`src/rtl/dsp_mac_pipe_sim.sv`:
```
// -----------------------------------------------------------------------------
// dsp_mac_pipe_sim
// Simulation model of the QLF K6N10F DSP slice: signed/unsigned multiply with a
// configurable multiplier pipeline, valid tracking, multiply-accumulate modes
// and a rounding right-shift on the output.
//
// Optional feature macro: DSP_MAC_SAT_EN
//   defined     -> a mode-1 accumulator overflow clamps to max/min
//   not defined -> the accumulator wraps modulo 2^ACC_WIDTH
//
// Ports:
//   clock_i        clock, all state on rising edge
//   reset_i        synchronous active-high reset
//   valid_i        input sample valid
//   a_i, b_i       operands A (A_WIDTH) and B (B_WIDTH)
//   unsigned_a_i   1 = A unsigned
//   unsigned_b_i   1 = B unsigned
//   mode_i         0 mul, 1 accumulate, 2 load, 3 hold
//   shift_right_i  output right-shift amount
//   round_i        round half-up before the shift
//   z_o            result (low Z_WIDTH bits)
//   valid_o        z_o updated this cycle
//   overflow_o     accumulator overflowed on the sample at z_o
// -----------------------------------------------------------------------------
module dsp_mac_pipe_sim #(
  parameter int A_WIDTH     = 20,
  parameter int B_WIDTH     = 18,
  parameter int ACC_WIDTH   = 64,
  parameter int Z_WIDTH     = 38,
  parameter int PIPE_STAGES = 1,
  parameter int REG_INPUTS  = 1
) (
  input  logic               clock_i,
  input  logic               reset_i,
  input  logic               valid_i,
  input  logic [A_WIDTH-1:0] a_i,
  input  logic [B_WIDTH-1:0] b_i,
  input  logic               unsigned_a_i,
  input  logic               unsigned_b_i,
  input  logic [1:0]         mode_i,
  input  logic [5:0]         shift_right_i,
  input  logic               round_i,
  output logic [Z_WIDTH-1:0] z_o,
  output logic               valid_o,
  output logic               overflow_o
);

  localparam int PW = A_WIDTH + B_WIDTH;
  // control word: [11] valid, [10] unsigned A, [9] unsigned B,
  //               [8:7] mode, [6:1] shift, [0] round
  localparam int CW = 12;

  function automatic logic [ACC_WIDTH-1:0] round_shift(
    input logic [ACC_WIDTH-1:0] v,
    input logic [5:0]           sh,
    input logic                 rnd,
    input logic                 both_u
  );
    logic [ACC_WIDTH-1:0] t;
    t = v;
    if (rnd && (sh != 6'd0))
      t = v + (ACC_WIDTH'(1) << (sh - 6'd1));
    if (both_u)
      return t >> sh;
    else
      return $signed(t) >>> sh;
  endfunction

`ifdef DSP_MAC_SAT_EN
  // Unsigned overflow can only be a carry upward; signed overflow goes toward
  // the sign both addends share, which is the sign of the old accumulator.
  function automatic logic [ACC_WIDTH-1:0] sat_value(input logic both_u, input logic neg);
    if (both_u)
      return {ACC_WIDTH{1'b1}};
    else if (neg)
      return {1'b1, {(ACC_WIDTH-1){1'b0}}};
    else
      return {1'b0, {(ACC_WIDTH-1){1'b1}}};
  endfunction
`endif

  logic [CW-1:0]      w_ctrl_in;
  logic [A_WIDTH-1:0] w_a_p0;
  logic [B_WIDTH-1:0] w_b_p0;
  logic [CW-1:0]      w_ctrl_p0;

  assign w_ctrl_in = {valid_i, unsigned_a_i, unsigned_b_i, mode_i, shift_right_i, round_i};

  // ---- input stage (p0) ----
  if (REG_INPUTS != 0) begin : g_in_reg
    logic [A_WIDTH-1:0] r_a_p0;
    logic [B_WIDTH-1:0] r_b_p0;
    logic [CW-1:0]      r_ctrl_p0;
    always_ff @(posedge clock_i) begin
      if (reset_i) begin
        r_a_p0    <= '0;
        r_b_p0    <= '0;
        r_ctrl_p0 <= '0;
      end else begin
        r_a_p0    <= a_i;
        r_b_p0    <= b_i;
        r_ctrl_p0 <= w_ctrl_in;
      end
    end
    assign w_a_p0    = r_a_p0;
    assign w_b_p0    = r_b_p0;
    assign w_ctrl_p0 = r_ctrl_p0;
  end else begin : g_in_comb
    assign w_a_p0    = a_i;
    assign w_b_p0    = b_i;
    assign w_ctrl_p0 = w_ctrl_in;
  end

  // The exact product of the extended operands always fits in PW bits, so a
  // PW-bit multiply loses nothing for any signedness combination.
  logic signed [PW-1:0] w_a_ext;
  logic signed [PW-1:0] w_b_ext;
  logic signed [PW-1:0] w_prod_p0;

  always_comb begin
    if (w_ctrl_p0[10]) w_a_ext = PW'(w_a_p0);
    else               w_a_ext = PW'($signed(w_a_p0));
    if (w_ctrl_p0[9])  w_b_ext = PW'(w_b_p0);
    else               w_b_ext = PW'($signed(w_b_p0));
    w_prod_p0 = w_a_ext * w_b_ext;
  end

  // ---- multiplier pipeline (p1) ----
  logic [CW+PW-1:0] w_pd_p0;
  logic [CW+PW-1:0] w_pd_p1;
  assign w_pd_p0 = {w_ctrl_p0, w_prod_p0};

  if (PIPE_STAGES == 0) begin : g_pipe_none
    assign w_pd_p1 = w_pd_p0;
  end else begin : g_pipe
    logic [CW+PW-1:0] r_pipe_p1 [PIPE_STAGES];
    always_ff @(posedge clock_i) begin
      if (reset_i) begin
        for (int i = 0; i < PIPE_STAGES; i++) r_pipe_p1[i] <= '0;
      end else begin
        r_pipe_p1[0] <= w_pd_p0;
        for (int i = 1; i < PIPE_STAGES; i++) r_pipe_p1[i] <= r_pipe_p1[i-1];
      end
    end
    assign w_pd_p1 = r_pipe_p1[PIPE_STAGES-1];
  end

  // ---- accumulator / output stage (p2) ----
  logic [CW-1:0]               w_ctrl_p1;
  logic signed [PW-1:0]        w_prod_p1;
  logic                        w_vld_p1;
  logic                        w_both_u;
  logic [1:0]                  w_mode_p1;
  logic signed [ACC_WIDTH-1:0] w_pext;
  logic [ACC_WIDTH:0]          w_sum_x;
  logic [ACC_WIDTH-1:0]        w_sum;
  logic                        w_ovf;
  logic [ACC_WIDTH-1:0]        w_acc_mac;
  logic [ACC_WIDTH-1:0]        w_result;

  logic [ACC_WIDTH-1:0] r_acc_p2;
  logic [Z_WIDTH-1:0]   r_z_p2;
  logic                 r_vld_p2;
  logic                 r_ovf_p2;

  assign w_ctrl_p1 = w_pd_p1[CW+PW-1:PW];
  assign w_prod_p1 = w_pd_p1[PW-1:0];
  assign w_vld_p1  = w_ctrl_p1[11];
  assign w_both_u  = w_ctrl_p1[10] & w_ctrl_p1[9];
  assign w_mode_p1 = w_ctrl_p1[8:7];

  always_comb begin
    if (w_both_u) w_pext = ACC_WIDTH'($unsigned(w_prod_p1));
    else          w_pext = ACC_WIDTH'(w_prod_p1);
    w_sum_x = {1'b0, r_acc_p2} + {1'b0, w_pext};
    w_sum   = w_sum_x[ACC_WIDTH-1:0];
    if (w_both_u)
      w_ovf = w_sum_x[ACC_WIDTH];
    else
      w_ovf = (r_acc_p2[ACC_WIDTH-1] == w_pext[ACC_WIDTH-1]) &&
              (w_sum[ACC_WIDTH-1] != r_acc_p2[ACC_WIDTH-1]);
`ifdef DSP_MAC_SAT_EN
    w_acc_mac = w_ovf ? sat_value(w_both_u, r_acc_p2[ACC_WIDTH-1]) : w_sum;
`else
    w_acc_mac = w_sum;
`endif
    if (w_mode_p1 == 2'd1) w_result = w_acc_mac;
    else                   w_result = w_pext;
  end

  always_ff @(posedge clock_i) begin
    if (reset_i) begin
      r_acc_p2 <= '0;
      r_z_p2   <= '0;
      r_vld_p2 <= 1'b0;
      r_ovf_p2 <= 1'b0;
    end else begin
      r_vld_p2 <= 1'b0;
      if (w_vld_p1 && (w_mode_p1 != 2'd3)) begin
        r_vld_p2 <= 1'b1;
        r_z_p2   <= Z_WIDTH'(round_shift(w_result, w_ctrl_p1[6:1], w_ctrl_p1[0], w_both_u));
        r_ovf_p2 <= (w_mode_p1 == 2'd1) && w_ovf;
      end
      if (w_vld_p1) begin
        case (w_mode_p1)
          2'd1:    r_acc_p2 <= w_acc_mac;
          2'd2:    r_acc_p2 <= w_pext;
          default: r_acc_p2 <= r_acc_p2;
        endcase
      end
    end
  end

  assign z_o        = r_z_p2;
  assign valid_o    = r_vld_p2;
  assign overflow_o = r_ovf_p2;

endmodule

```
`config.mk`:
```
export PLATFORM = sky130hd
export DESIGN_NAME = dsp_mac_pipe_sim
export DESIGN_NICKNAME = d
export VERILOG_FILES = /design/src/rtl/dsp_mac_pipe_sim.sv
export SDC_FILE = /design/constraint.sdc
export NUM_CORES = 2
export LEC_CHECK = 0
export BUFFER_PORTS_ARGS = -buffer_cell sky130_fd_sc_hd__buf_4
export CELL_PAD_IN_SITES_DETAIL_PLACEMENT = 1
export CELL_PAD_IN_SITES_GLOBAL_PLACEMENT = 1
export CORE_UTILIZATION = 46
export CTS_CLUSTER_DIAMETER = 150
export DETAILED_ROUTE_END_ITERATION = 8
export GPL_ROUTABILITY_DRIVEN = 0
export GPL_TIMING_DRIVEN = 0
export PLACE_DENSITY_LB_ADDON = 0.05
export SYNTH_ARGS = -nofsm -noshare
export SYNTH_HDL_FRONTEND = slang
export SYNTH_SLANG_ARGS = --single-unit
```
`constraint.sdc`:
```
create_clock -name clock_i -period 7.67 [get_ports clock_i]
set_clock_uncertainty 0.2 [all_clocks]
set_input_delay 0.3835 -clock clock_i [delete_from_list [all_inputs] [get_ports clock_i]]
set_output_delay 0.3835 -clock clock_i [all_outputs]
set_load 0.02 [all_outputs]
```
## Yosys cells after proc, flatten, opt, wreduce, memory -nomap -nowiden

Memories as Yosys holds them, arrays and structs flattened.
Cells that the tools add are included.

| storage, ports and cells | value |
|---|---|
| register bits after elaboration | 154 |
| bits in writable memories | 50 |
| input bits | 52 |
| output and inout port bits | 40 |
| logic and storage cells | 45 |
| memories | 1 |

Memory list:

| memory | words | bits a word | read ports | clocked after memory_dff | wr ports | RTL line | text |
|---|---|---|---|---|---|---|---|
| g_pipe.r_pipe_p1 | 1 | 50 | 1 | 0 | 1 | 136 | `logic [CW+PW-1:0] r_pipe_p1 [PIPE_STAGES];` |

| cells by class | value |
|---|---|
| add/sub/neg operators | 3 |
| multiply operators | 1 |
| equal/unequal tests | 5 |
| shift-type cells | 3 |
| mux-type cells | 16 |
| bitwise operators | 1 |
| reductions and logical operators | 8 |

Operator list:

| cell | number |
|---|---|
| $mux W64 | 5 |
| $pmux W64 S2 | 1 |
| $mux W38 | 3 |
| $add A64 B64 Y65 | 1 |
| $add A64 B64 Y64 | 1 |
| $shl A1 B6 Y64 const A | 1 |
| $shr A64 B6 Y38 | 1 |
| $sshr A64 B6 Y38 | 1 |
| $mux W50 | 1 |
| $reduce_or A50 Y1 | 1 |
| $mul A38 B38 Y38 | 1 |
| $mux W1 | 6 |
| $reduce_bool A6 Y1 | 1 |
| $sub A6 B1 Y6 const B | 1 |
| $logic_and A1 B1 Y1 | 4 |
| $eq A2 B1 Y1 const B | 1 |
| $eq A2 B2 Y1 const B | 1 |
| $ne A2 B2 Y1 const B | 1 |
| $reduce_and A2 Y1 | 1 |
| $reduce_bool A2 Y1 | 1 |
| $and A1 B1 Y1 | 1 |
| $eq A1 B1 Y1 | 1 |
| $ne A1 B1 Y1 | 1 |

## Longest topological paths before layout

An unclocked memory read counts as a cell.

| depth | value |
|---|---|
| depth after elaboration | 11 |
| depth in mapped cells | 33 |
| gate-level depth less buffers | 31 |

## Worst setup path after synthesis

Ideal clock, no wire load.

| path | value |
|---|---|
| path kind | reg-to-reg |
| start point | register g_in_reg.r_a_p0[19] |
| end point | memory g_pipe.r_pipe_p1[0][36] (netlist bit) |
| library setup time | 0.128 ns |
| data arrival time | 7.092 ns |
| data required time | 7.342 ns |
| setup slack | 0.250 ns |
| cell stages (with the launch flop) | 30 |
| buffers on the path | 2 |
| clock period less this slack | 7.420 ns |
| cells stage by stage | dfxtp_1 > nor2b_1 > clkbuf_1 > clkbuf_1 > nand2_1 > inv_1 > fa_1 > fa_1 > fa_1 > inv_1 > fa_1 > inv_1 > fa_1 > inv_1 > fa_1 > inv_1 > fa_1 > inv_1 > fa_1 > inv_1 > ha_1 > or2_2 > a21oi_1 > a21oi_1 > a211oi_1 > or3_1 > nand3_1 > a21oi_1 > xor2_1 > nor2_1 |

| on the way | value |
|---|---|
| cells in the longest elaborated chain, start to end | 3 |

Ends and longest elaborated chain:

| item | RTL line | text |
|---|---|---|
| start: declaration | 91 | `logic [A_WIDTH-1:0] r_a_p0;` |
| start signal: assignment | 100 | `r_a_p0 <= a_i;` |
| $mux W38 | 121 | `if (w_ctrl_p0[10]) w_a_ext = PW'(w_a_p0);` |
| $mul A38 B38 Y38 | 125 | `w_prod_p0 = w_a_ext * w_b_ext;` |
| $mux W50 (no line) | - |  |
| end: declaration | 136 |  |

Every way passes these cells.

## Final worst setup path

| path | value |
|---|---|
| start point | memory g_pipe.r_pipe_p1[0][40] (netlist bit) |
| end point | register r_z_p2[5] (netlist: z_o[5]) |

| on the way | value |
|---|---|
| cells in the longest elaborated chain, start to end | 9 |
| elaborated cells between the ends (all ways) | 12 |
| classes of those cells | 2 x add/sub; 3 x shift; 4 x mux; 2 x reduce/logical; 1 x memory |

Ends and longest elaborated chain:

| item | RTL line | text |
|---|---|---|
| $mem_v2 Z1 W50 * | - |  |
| $sub A6 B1 Y6 | 62 | `t = v + (ACC_WIDTH'(1) << (sh - 6'd1));` |
| $shl A1 B6 Y64 | 62 |  |
| $add A64 B64 Y64 | 62 |  |
| $mux W64 | 61 | `if (rnd && (sh != 6'd0))` |
| $mux W64 | 199 | `if (w_vld_p1 && (w_mode_p1 != 2'd3)) begin` |
| $mux W64 | 192 | `if (reset_i) begin` |
| $sshr A64 B6 Y38 / $shr A64 B6 Y38 (equally long branches) | 66, 64 |  |
| $mux W38 * | 63 | `if (both_u)` |
| end signal: assignment | 201 | `r_z_p2 <= Z_WIDTH'(round_shift(w_result, w_ctrl_p1[6:1], w_ctrl_p1[0], w_both_u));` |
| end: declaration | 162 | `logic [Z_WIDTH-1:0] r_z_p2;` |

Mark *: on every way between the ends. The rest lies on a longest branch, timed or not. The select of a mux whose other input is x is not followed.
A chain may end at the register's enable or synchronous reset.

==> out/metrics.csv <==
stage,metric,value,unit
run_status,status,completed,
timing,tns,0,ns
synth,synth_top_family_by_area,adder cells,
critical_path,worstReg2RegStart,g_pipe.r_pipe_p1[0][40],
finish,instances_no_fill,6037,
clocking,clk-insertion-delay-late,0.64,ns
placed_design,dp.cells,5877,
run,drv_cap,0,
power,p_leak,20.75,nW
synth,syn_area_per_cell,8.160,um^2
floorplanning,io_pins,92,
power,power_density,222.7,mW/mm^2
critical_path,arrival,7.91,ns
critical_path,r2r_slack,0.08,ns
finish,drive_above_1_share,12.77,%
route,drc,0,
power,finalPower,9.822,mW
floorplanning,dieArea,0.08481,mm^2
floorplanning,std_cell_rows,105,
finish,layout_common_cells,"inv_1 (661), nand2_1 (498), fa_1 (497)",
route,wire_per_inst,26.19,um
min_path,min_path_type,input port to register,
synth,yosysTopAreaCell,fa_1,
timing,slew_viol_final,0,
critical_path,worstSetupPathType,register to register,
finish,post-route-util,53.54,%
synth,seq_area_frac_synth,10.61,%
global_route,busiest_layer,met2,
global_route,grt_antenna_before_repair,4,
timing,slew_headroom,5.584,%
floorplanning,die_h,291.2,um
synth,synth_edf_count,0,
min_path,hold_path_depth,5,
finish,final_nets,5800,
critical_path,reg2reg_depth,24,
route,vias_per_cell,6.031,
timing,finalHoldViolations,0,
placed_design,port_buffers,91,
global_route,grt_pass1_vias,38454,
clocking,max-clock-path-buffers,3,
finish,mostFrequentLayoutCell,inv_1,
critical_path,crit_path_max_fanout,10,
synth,synthMuxAreaShare,5.830,%
clocking,cts.sinks,204,
synth,synth_fa_ha_area_share,36.06,%
critical_path,start_kind,register,
route,totalWireLength,158.1,mm
route,drt_iter0_drc,2911,
floorplanning,floorplan.initialDensity,46.72,%
floorplanning,fp.dieW,291.2,um
timing,fmax,131.7,MHz
synth,syn_nets,5573,
synth,yosys_warnings,0,
global_route,grt-ovfl-total,0,
critical_path,r2r_end,z_o[5],
timing,rsz0062_at_grt,true,
synth,synth_area_leaders,"fa_1 (26%), dfxtp_1 (11%), ha_1 (9.8%), inv_1 (6.5%), nand2_1 (5.0%)",
clocking,htreeDepth,1,
finish,area_delta_synth_final,14.61,%
synth,synth_cell_types,96,
clocking,cts_tree,built,
global_route,use_met1,44.78,%
global_route,grt.met3_usage,5.322,%
route,first_pass_iters,6,
synth,synth_compound_area_share,16.52,%
min_path,hold-path-endpoint,z_o[16],
synth,synth_cells,4716,
floorplanning,core_area,0.08237,mm^2
clocking,clk_pin_slew_worst_paths,0.07,ns
min_path,min_from,reset_i,
timing,finalCriticalPeriod,7.591,ns
global_route,grtUsageMet2,60.47,%
route,num_vias,36408,
synth,ys_ff_latch,204,
global_route,grt_usage,36.32,%
critical_path,critPathRequiredTime,7.99,ns
synth,synthArstFlopShare,0,%
clocking,clockRootBuffer,clkbuf_16,
synth,synth_ff_type,dfxtp_1,
synth,synth_area,0.03848,mm^2
synth,netlist.area_leader.share,26.27,%
clocking,numCtsBuffers,27,
global_route,grt_max_degree,15,
global_route,grt_pass1_wl,233.9,mm
timing,setup_violations,0,
timing,period_share,98.97,%
critical_path,critPathCaptureType,register,
timing,tightest_slew,1.416,ns
synth,yosys.area_share.xor_xnor,4.142,%
synth,synth-simple-area-share,17.66,%
route,antenna_left,0,
power,ir_drop,0.2317,mV
placed_design,hpwl,127.2,mm
## sequential cells by signal, summed over array words and instances (netlist names)
signal	cells
overflow_o	1
g_in_reg.r_a_p0	20
g_in_reg.r_b_p0	18
z_o	38
g_pipe.r_pipe_p1	50
r_acc_p2	64
g_in_reg.r_ctrl_p0	12
valid_o	1
## cell type report
cell class	count	area (um^2)
diodes	4	10.01
well taps	1070	1339
fillers	9916	38270
flip-flops and latches	204	4141
inverters	673	2526
clock inverters	15	148.9
multi-input cells	3574	32110
clock buffers	34	732.0
repair buffers	216	1775
plain buffers	247	1319
## per-layer routing
metal | up-vias | share of wire (%)
met3 | 446 | 6.4
li1 | 16107 | -
met5 | - | 0.015
met4 | 4 | 6.9
met1 | 18335 | 40
met2 | 1516 | 47
## repair_timing
item | 4_1_cts | 5_1_grt
setup buffers | 19 | 55
cloned | 1 | 1
hold buffers | 50 | 0
gates resized for setup | 274 | 249
pin swaps | 25 | 59
hold endpoints to repair | 50 | 0
endpoints found under the setup margin | 51 | 46
## worst max-delay path, cell delays in order, from the launching register on
cell and delay [ns]:
dfxtp_1 0.62, clkbuf_1 0.44, clkbuf_2 0.34, buf_2 0.32, clkbuf_2 0.35, nand2_2 0.36
nor2_1 0.21, ha_1 0.24, o21a_1 0.19, o2111ai_1 0.13, o221ai_2 0.33, a21oi_2 0.16
o211ai_1 0.38, a21oi_2 0.13, or4b_1 0.58, a211oi_1 0.26, or3_1 0.17, xnor2_2 0.15
a21oi_1 0.13, mux4_2 0.58, mux2_2 0.32, mux2i_1 0.22, and2_1 0.26, a21oi_1 0.10
a32o_1 0.27
## cells by family (layout without fill, tap and decap cells)
family / after synthesis / in the layout
buffers and inverters: 939 / 1185
AOI/OAI and AO/OA: 950 / 950
and+or+nand+nor: 1443 / 1444
muxes: 192 / 192
DFF: 204 / 204
other: 0 / 4
xor gates and xnor gates: 182 / 182
adders and majority gates: 806 / 806
## cell usage after synthesis (all sizes together), types with 11 or more instances
master / number
buf: 36
nand4: 23
nor3: 90
nand3: 74
and2: 210
o31ai: 12
nand2: 512
mux2i: 124
a31oi: 56
a31o: 12
o21bai: 21
a211oi: 71
a21o: 77
or3: 20
xor2: 57
and3: 38
a21oi: 247
dfxtp: 204
o21ai: 199
or2: 11
mux4: 21
a2111oi: 11
clkbuf: 230
o221ai: 15
xnor2: 125
mux2: 47
o22ai: 18
inv: 672
a311oi: 23
nor2b: 85
a22oi: 11
o211ai: 30
ha: 300
nor2: 323
o21a: 27
fa: 505
nand2b: 24
## through the flow
step / setup slack, ns / hold slack, ns / cell area [um^2]
floorplan: 0.2500 / 0.2138 / 38480
global placement: -2.289 / 0.2250 / 40500
detailed placement: -2.291 / 0.2321 / 40500
CTS: -0.02812 / 0.1372 / 42890
global route: -0.05726 / 0.2176 / 44100
finish: 0.07895 / 0.1662 / 44100
## how the worst max path moves through the flow
| stage | start | to | cells past startpoint |
|---|---|---|---|
| global route | g_pipe.r_pipe_p1[0][28] | z_o[2] | 29 |
| floorplan | g_in_reg.r_a_p0[19] | g_pipe.r_pipe_p1[0][36] | 29 |
| detailed placement | g_pipe.r_pipe_p1[0][45] | z_o[10] | 26 |
| global placement | g_pipe.r_pipe_p1[0][45] | z_o[10] | 26 |
| finish | g_pipe.r_pipe_p1[0][40] | z_o[5] | 24 |
| CTS | g_in_reg.r_a_p0[14] | g_pipe.r_pipe_p1[0][36] | 29 |
## power by group
part	switching, mW	internal [mW]	total, mW	leakage, nW
registers	0.135	1.18	1.32	1.68
clock network	0.602	0.720	1.32	0.430
logic	4.46	2.73	7.18	18.6
Note: power is estimated with default switching activity, not from simulation.
